**config.mk**
```make
export PLATFORM = sky130hd
export DESIGN_NAME = axis_multich_downmix
export DESIGN_NICKNAME = d
export VERILOG_FILES = /design/src/rtl/downmix_pkg.sv /design/src/rtl/axis_fifo2.sv /design/src/rtl/axis_multich_downmix.sv
export SDC_FILE = /design/constraint.sdc
export NUM_CORES = 1
export LEC_CHECK = 0
export ABC_AREA = 1
export BUFFER_PORTS_ARGS = -buffer_cell sky130_fd_sc_hd__buf_2
export CAP_MARGIN = 25
export CORE_MARGIN = 2
export CORE_UTILIZATION = 50
export DETAILED_ROUTE_END_ITERATION = 8
export PLACE_DENSITY = 0.75
export SLEW_MARGIN = 5
export SYNTH_ARGS = -nofsm -noshare
export SYNTH_HDL_FRONTEND = slang
export SYNTH_HIERARCHICAL = 1
export SYNTH_SLANG_ARGS = --single-unit
export TNS_END_PERCENT = 100
```
**constraint.sdc**
```tcl
create_clock -name clk -period 2.9 [get_ports clk]
set_clock_uncertainty 0.15 [all_clocks]
set_input_delay 0.435 -clock clk [delete_from_list [all_inputs] [get_ports clk]]
set_output_delay 0.435 -clock clk [all_outputs]
set_load 0.01 [all_outputs]
```
**src/rtl/downmix_pkg.sv**
```systemverilog
// downmix_pkg: shared constants, log2 helper and parameter legality check for the downmixer
package downmix_pkg;

    localparam int ROUND_TRUNC   = 0;
    localparam int ROUND_HALF_UP = 1;

    function automatic int clog2(input int v);
        int r;
        r = 0;
        while ((1 << r) < v) r++;
        return r;
    endfunction

    function automatic bit params_ok(input int num_ch, input int in_w, input int in_lane_w,
                                     input int out_w, input int out_lane_w, input int round_mode);
        return num_ch >= 1 && num_ch <= 16 && (num_ch & (num_ch - 1)) == 0 &&
               in_lane_w >= in_w && out_w >= 2 && out_w <= in_w && out_lane_w >= out_w &&
               (round_mode == ROUND_TRUNC || round_mode == ROUND_HALF_UP);
    endfunction

endpackage

```
**src/rtl/axis_fifo2.sv**
```systemverilog
// axis_fifo2: 2-entry registered queue; head is always the oldest entry
module axis_fifo2 #(
    parameter int W = 13
) (
    input  logic         clk,
    input  logic         rst,
    input  logic         push,
    input  logic         pop,
    input  logic [W-1:0] din,
    output logic [1:0]   count,
    output logic         valid,
    output logic [W-1:0] head
);

    logic [W-1:0] tail;
    logic [1:0]   wr;

    assign wr    = count - 2'(pop);
    assign valid = count != 2'd0;

    always_ff @(posedge clk) begin
        if (rst) begin
            count <= 2'd0;
            head  <= '0;
            tail  <= '0;
        end else begin
            if (pop) head <= tail;
            if (push && wr == 2'd0) head <= din;
            if (push && wr != 2'd0) tail <= din;
            count <= count + 2'(push) - 2'(pop);
        end
    end

endmodule

```
**src/rtl/axis_multich_downmix.sv**
```systemverilog
// axis_multich_downmix: N-channel interleaved AXI-Stream to mono averaging downmixer.
// Define DOWNMIX_SAT_EN to clamp out-of-range results instead of wrapping.
module axis_multich_downmix
    import downmix_pkg::*;
#(
    parameter int NUM_CH     = 2,
    parameter int IN_W       = 24,
    parameter int IN_LANE_W  = 32,
    parameter int OUT_W      = 12,
    parameter int OUT_LANE_W = 16,
    parameter int ROUND_MODE = ROUND_TRUNC
) (
    input  logic                  clk,
    input  logic                  rst,
    input  logic [IN_LANE_W-1:0]  s_axis_data,
    input  logic                  s_axis_valid,
    output logic                  s_axis_ready,
    input  logic                  s_axis_last,
    output logic [OUT_LANE_W-1:0] m_axis_data,
    output logic                  m_axis_valid,
    input  logic                  m_axis_ready,
    output logic                  m_axis_last,
    output logic                  err_misalign
);

    localparam int LOG_CH = clog2(NUM_CH);
    localparam int ACC_W  = IN_W + LOG_CH;
    localparam int SHIFT  = LOG_CH + IN_W - OUT_W;
    localparam int IDX_W  = LOG_CH > 0 ? LOG_CH : 1;
    localparam logic [IDX_W-1:0] LAST_CH = IDX_W'(NUM_CH - 1);
    localparam logic signed [ACC_W:0] RND =
        (ROUND_MODE == ROUND_HALF_UP && SHIFT > 0) ? (ACC_W+1)'(1) << (SHIFT - 1) : '0;

    if (!params_ok(NUM_CH, IN_W, IN_LANE_W, OUT_W, OUT_LANE_W, ROUND_MODE)) begin : g_bad_params
        $error("axis_multich_downmix: illegal parameter combination");
    end

    logic [IDX_W-1:0]        ch_idx;
    logic signed [ACC_W-1:0] acc, smp, sum;
    logic signed [ACC_W:0]   rsum;
    logic signed [OUT_W:0]   res;
    logic [OUT_W-1:0]        mono;
    logic [OUT_W:0]          head;
    logic [1:0]              count;
    logic                    accept, final_ch, push, pop, misalign, unused_bits;

    assign accept   = s_axis_valid & s_axis_ready;
    assign final_ch = ch_idx == LAST_CH;
    assign push     = accept & final_ch;
    assign misalign = accept & s_axis_last & ~final_ch;
    assign pop      = m_axis_valid & m_axis_ready;

    // channel 0 starts a fresh sum, so a 1-channel build degenerates to a requantiser
    assign smp  = ACC_W'($signed(s_axis_data[IN_W-1:0]));
    assign sum  = (ch_idx == '0 ? '0 : acc) + smp;
    assign rsum = (ACC_W+1)'(sum) + RND;
    assign res  = (OUT_W+1)'(rsum >>> SHIFT);

`ifdef DOWNMIX_SAT_EN
    assign mono = (res[OUT_W] != res[OUT_W-1])
                ? (res[OUT_W] ? {1'b1, {(OUT_W-1){1'b0}}} : {1'b0, {(OUT_W-1){1'b1}}})
                : res[OUT_W-1:0];
`else
    assign mono = res[OUT_W-1:0];
`endif

    assign unused_bits = ^{s_axis_data >> IN_W, res[OUT_W]};

    always_ff @(posedge clk) begin
        if (rst) begin
            ch_idx       <= '0;
            acc          <= '0;
            err_misalign <= 1'b0;
            s_axis_ready <= 1'b1;
        end else begin
            if (accept) begin
                ch_idx <= (final_ch | s_axis_last) ? '0 : ch_idx + IDX_W'(1);
                acc    <= sum;
            end
            err_misalign <= misalign;
            s_axis_ready <= (count + 2'(push) - 2'(pop)) < 2'd2;
        end
    end

    axis_fifo2 #(.W(OUT_W + 1)) u_fifo (
        .clk   (clk),
        .rst   (rst),
        .push  (push),
        .pop   (pop),
        .din   ({s_axis_last, mono}),
        .count (count),
        .valid (m_axis_valid),
        .head  (head)
    );

    assign m_axis_last = head[OUT_W];
    assign m_axis_data = OUT_LANE_W'(head[OUT_W-1:0]) << (OUT_LANE_W - OUT_W);

endmodule

```
==> results.py <==
metrics = {
    "timing": {
        "slew_viol_final": 0,
        "hold_viol_final": 0,
        "setup_viol": 0,
        "tightest_slew_ns": 0.727,
        "rsz0062_at_grt": "false",
        "slew_headroom_pct": 51.5,
        "period_needed_ns": 2.57,
        "period_share_pct": 88.7,
        "setup_tns_ns": 0,
        "max_freq_mhz": 389,
    },
    "route": {
        "post_drt_wl_per_cell_um": 12.1,
        "routed_wl_um": 11400,
        "viasPerCell": 4.94,
        "drtIter0Drc": 358,
        "firstDrtPassIters": 6,
        "vias": 4656,
        "wl_met2_um": 5420,
        "drcViolationCount": 0,
        "met3_length_um": 509,
        "highest_layer": "met4",
        "ant_nets": 0,
        "wl_met1_um": 5340,
    },
    "grt": {
        "grt_first_pass_wirelength_um": 19500,
        "antenna_found_initial": 0,
        "grt-ovfl-total": 0,
        "grt_pass1_vias": 4359,
        "grt_use_total_pct": 23.9,
        "grt_max_degree": 41,
    },
    "finish": {
        "stdcell_area_um2": 4910,
        "drive_above_1_share_pct": 8.62,
        "syn_to_final_growth_pct": 7.83,
        "mostFrequentLayoutCell": "nand2_1",
        "final_nets": 899,
        "finalNonFillerCells": 943,
        "n_antenna_cell": 0,
        "final_cell_mix": "275 x nand2_1, 156 x inv_1, 106 x nor2_1",
        "finish.utilization_pct": 56.0,
    },
    "outcome": {
        "outcome": "complete, no violations",
    },
    "synthesis": {
        "ys_types": 35,
        "ys_warn_count": 6,
        "async_flop_share_pct": 0,
        "synth.yosys.seq_area_share_pct": 24.6,
        "avgSynthCellArea_um2": 5.69,
        "netlist_area_um2": 4550,
        "synthCells": 800,
        "synth-edff-count": 0,
        "ys_seq_elements": 56,
        "synth_ff_type": "dfxtp_1",
    },
    "clock_tree": {
        "htreeDepth": 2,
        "clockBufferDepth": 2,
        "cts_made_buffers": 5,
        "hold_buffers": 0,
        "clock-sinks": 56,
        "tritoncts": "done",
        "cts.clk_slew.worst_paths_ns": 0.11,
        "cts_resized": 0,
        "root_buffer": "clkbuf_8",
        "insertion_delay_ns": 0.33,
        "cts_setup_buffers": 0,
    },
    "power_and_ir_drop": {
        "total_power_w": 0.00276,
        "vdd_ir_drop_max_mv": 0.502,
        "p_leak_nw": 3.04,
        "power_density_nw_per_um2": 562,
    },
    "setup_path": {
        "cp_common_cell": "nand2_1",
        "cp.required_ns": 3.00,
        "setup.worst_path.end_class": "flop",
        "arrival_ns": 2.67,
        "crit_path_start_kind": "flop",
        "crit_buf_inv": 4,
        "slowest_delay_ns": 0.35,
        "cp_max_fo": 9,
        "crit_chain": "buf_4, nand2_1, inv_1, ha_1, nand2_1, nor2_1, nand3_1, nand2_1, a21oi_1, inv_1, nand2_1, nand2_1, inv_1, nand4_1, nand2_1, a21oi_1",
        "slowest_stage": "dfxtp_1",
        "path_delay_family": "simple AND/OR/NAND/NOR gates",
        "path_class": "flop to flop",
    },
    "floorplanning": {
        "dieHeight_um": 99.4,
        "ios": 57,
        "fp.dieW_um": 99.4,
        "num_rows": 34,
        "coreArea_um2": 8760,
        "start_util_pct": 51.9,
        "die_area_um2": 9880,
    },
    "place": {
        "numPortBuffers": 44,
        "place_inst": 935,
        "place.gp.congestion": 0.885,
        "post-dp-hpwl_um": 8940,
        "dpl_cell_area_um2": 4810,
    },
    "min_path": {
        "min_path_type": "input port to flop",
    },
    "job": {
        "drv_cap": 0,
    },
}
## cell type report
type	count	area, um2
fill	949	3850
multi-input combinational	560	2680
sequential	56	1120
inverter	160	601
timing repair buffer	51	273
tap	108	135
clock buffer	5	68.8
clock inverter	3	27.5
## cell families (layout without fill, tap and decap cells)
group | count (synthesis) | after routing | share of synthesized area, %
AO/OA/AOI/OAI | 66 | 66 | 8.05
XOR/XNOR | 11 | 11 | 2.12
adder cells (fa/ha/maj) | 28 | 28 | 7.86
buffers and inverters | 187 | 219 | 16.7
flip-flops | 56 | 56 | 24.6
other | 1 | 4 | 0.0824
AND/OR/NAND/NOR | 451 | 451 | 40.6
## power by group
group / leakage [nW] / internal, W / switching [W]
registers: 0.459 / 0.000919 / 0.0000951
clock network: 0.0463 / 0.000179 / 0.000307
logic: 2.53 / 0.000422 / 0.000835
total: 3.04 / 0.00152 / 0.00124
## cells in the mapped netlist (all sizes together) (2+ instances only)
| library cell | count | share of area, % |
|---|---|---|
| a21o | 2 | 0.36 |
| dfxtp | 56 | 25 |
| o21ai | 28 | 3.1 |
| nor2 | 108 | 9.0 |
| a21oi | 34 | 4.0 |
| inv | 160 | 13 |
| nand2 | 278 | 23 |
| ha | 27 | 7.4 |
| nand3b | 2 | 0.33 |
| buf | 16 | 2.4 |
| xnor2 | 3 | 0.58 |
| xor2 | 8 | 1.5 |
| nand4 | 21 | 3.2 |
| nor3 | 4 | 0.44 |
| nand3 | 35 | 3.8 |
| clkbuf | 11 | 1.1 |
## flip-flops by register name, summed over array words and instances, names as in the netlist
| name | count |
|---|---|
| acc | 25 |
| u_fifo/head | 13 |
| u_fifo/tail | 13 |
| u_fifo/count | 2 |
| ch_idx | 1 |
| err_misalign | 1 |
| s_axis_ready | 1 |
## per-layer routing
| layer | GRT usage, % | vias to the layer above |
|---|---|---|
| li1 | - | 2474 |
| met1 | 31.5 | 2060 |
| met2 | 41.9 | 108 |
| met3 | 2.60 | 14 |
| met4 | 5.69 | 0 |
| met5 | 0 | - |
## final timing paths
path,start,end,slack (ns),cells after the start
worst max-delay path,ch_idx$_SDFFE_PP0P_,u_fifo/head[2]$_SDFFE_PP0P_,0.33,16
worst min-delay path,s_axis_last,u_fifo/tail[12]$_SDFFE_PP0P_,0.24,3
worst max register to register,ch_idx$_SDFFE_PP0P_,u_fifo/head[2]$_SDFFE_PP0P_,0.33,16
worst min register to register,u_fifo/head[5]$_SDFFE_PP0P_,u_fifo/head[5]$_SDFFE_PP0P_,0.32,2
## through the flow
step / setup slack [ns] / hold slack (ns)
6_report: 0.329 / 0.244
5_1_grt: 0.0347 / 0.254
4_1_cts: 0.346 / 0.243
3_5_place_dp: 0.315 / 0.303
3_3_place_gp: 0.330 / 0.303
2_1_floorplan: 0.388 / 0.304
## tightest hold or removal path, delay by kind of cell
family                 cells  cell delay (ns)
buffers and inverters      1             0.11
and+or+nand+nor            1             0.08
AOI/OAI and AO/OA          1             0.07
(Power assumes the default switching activity.)
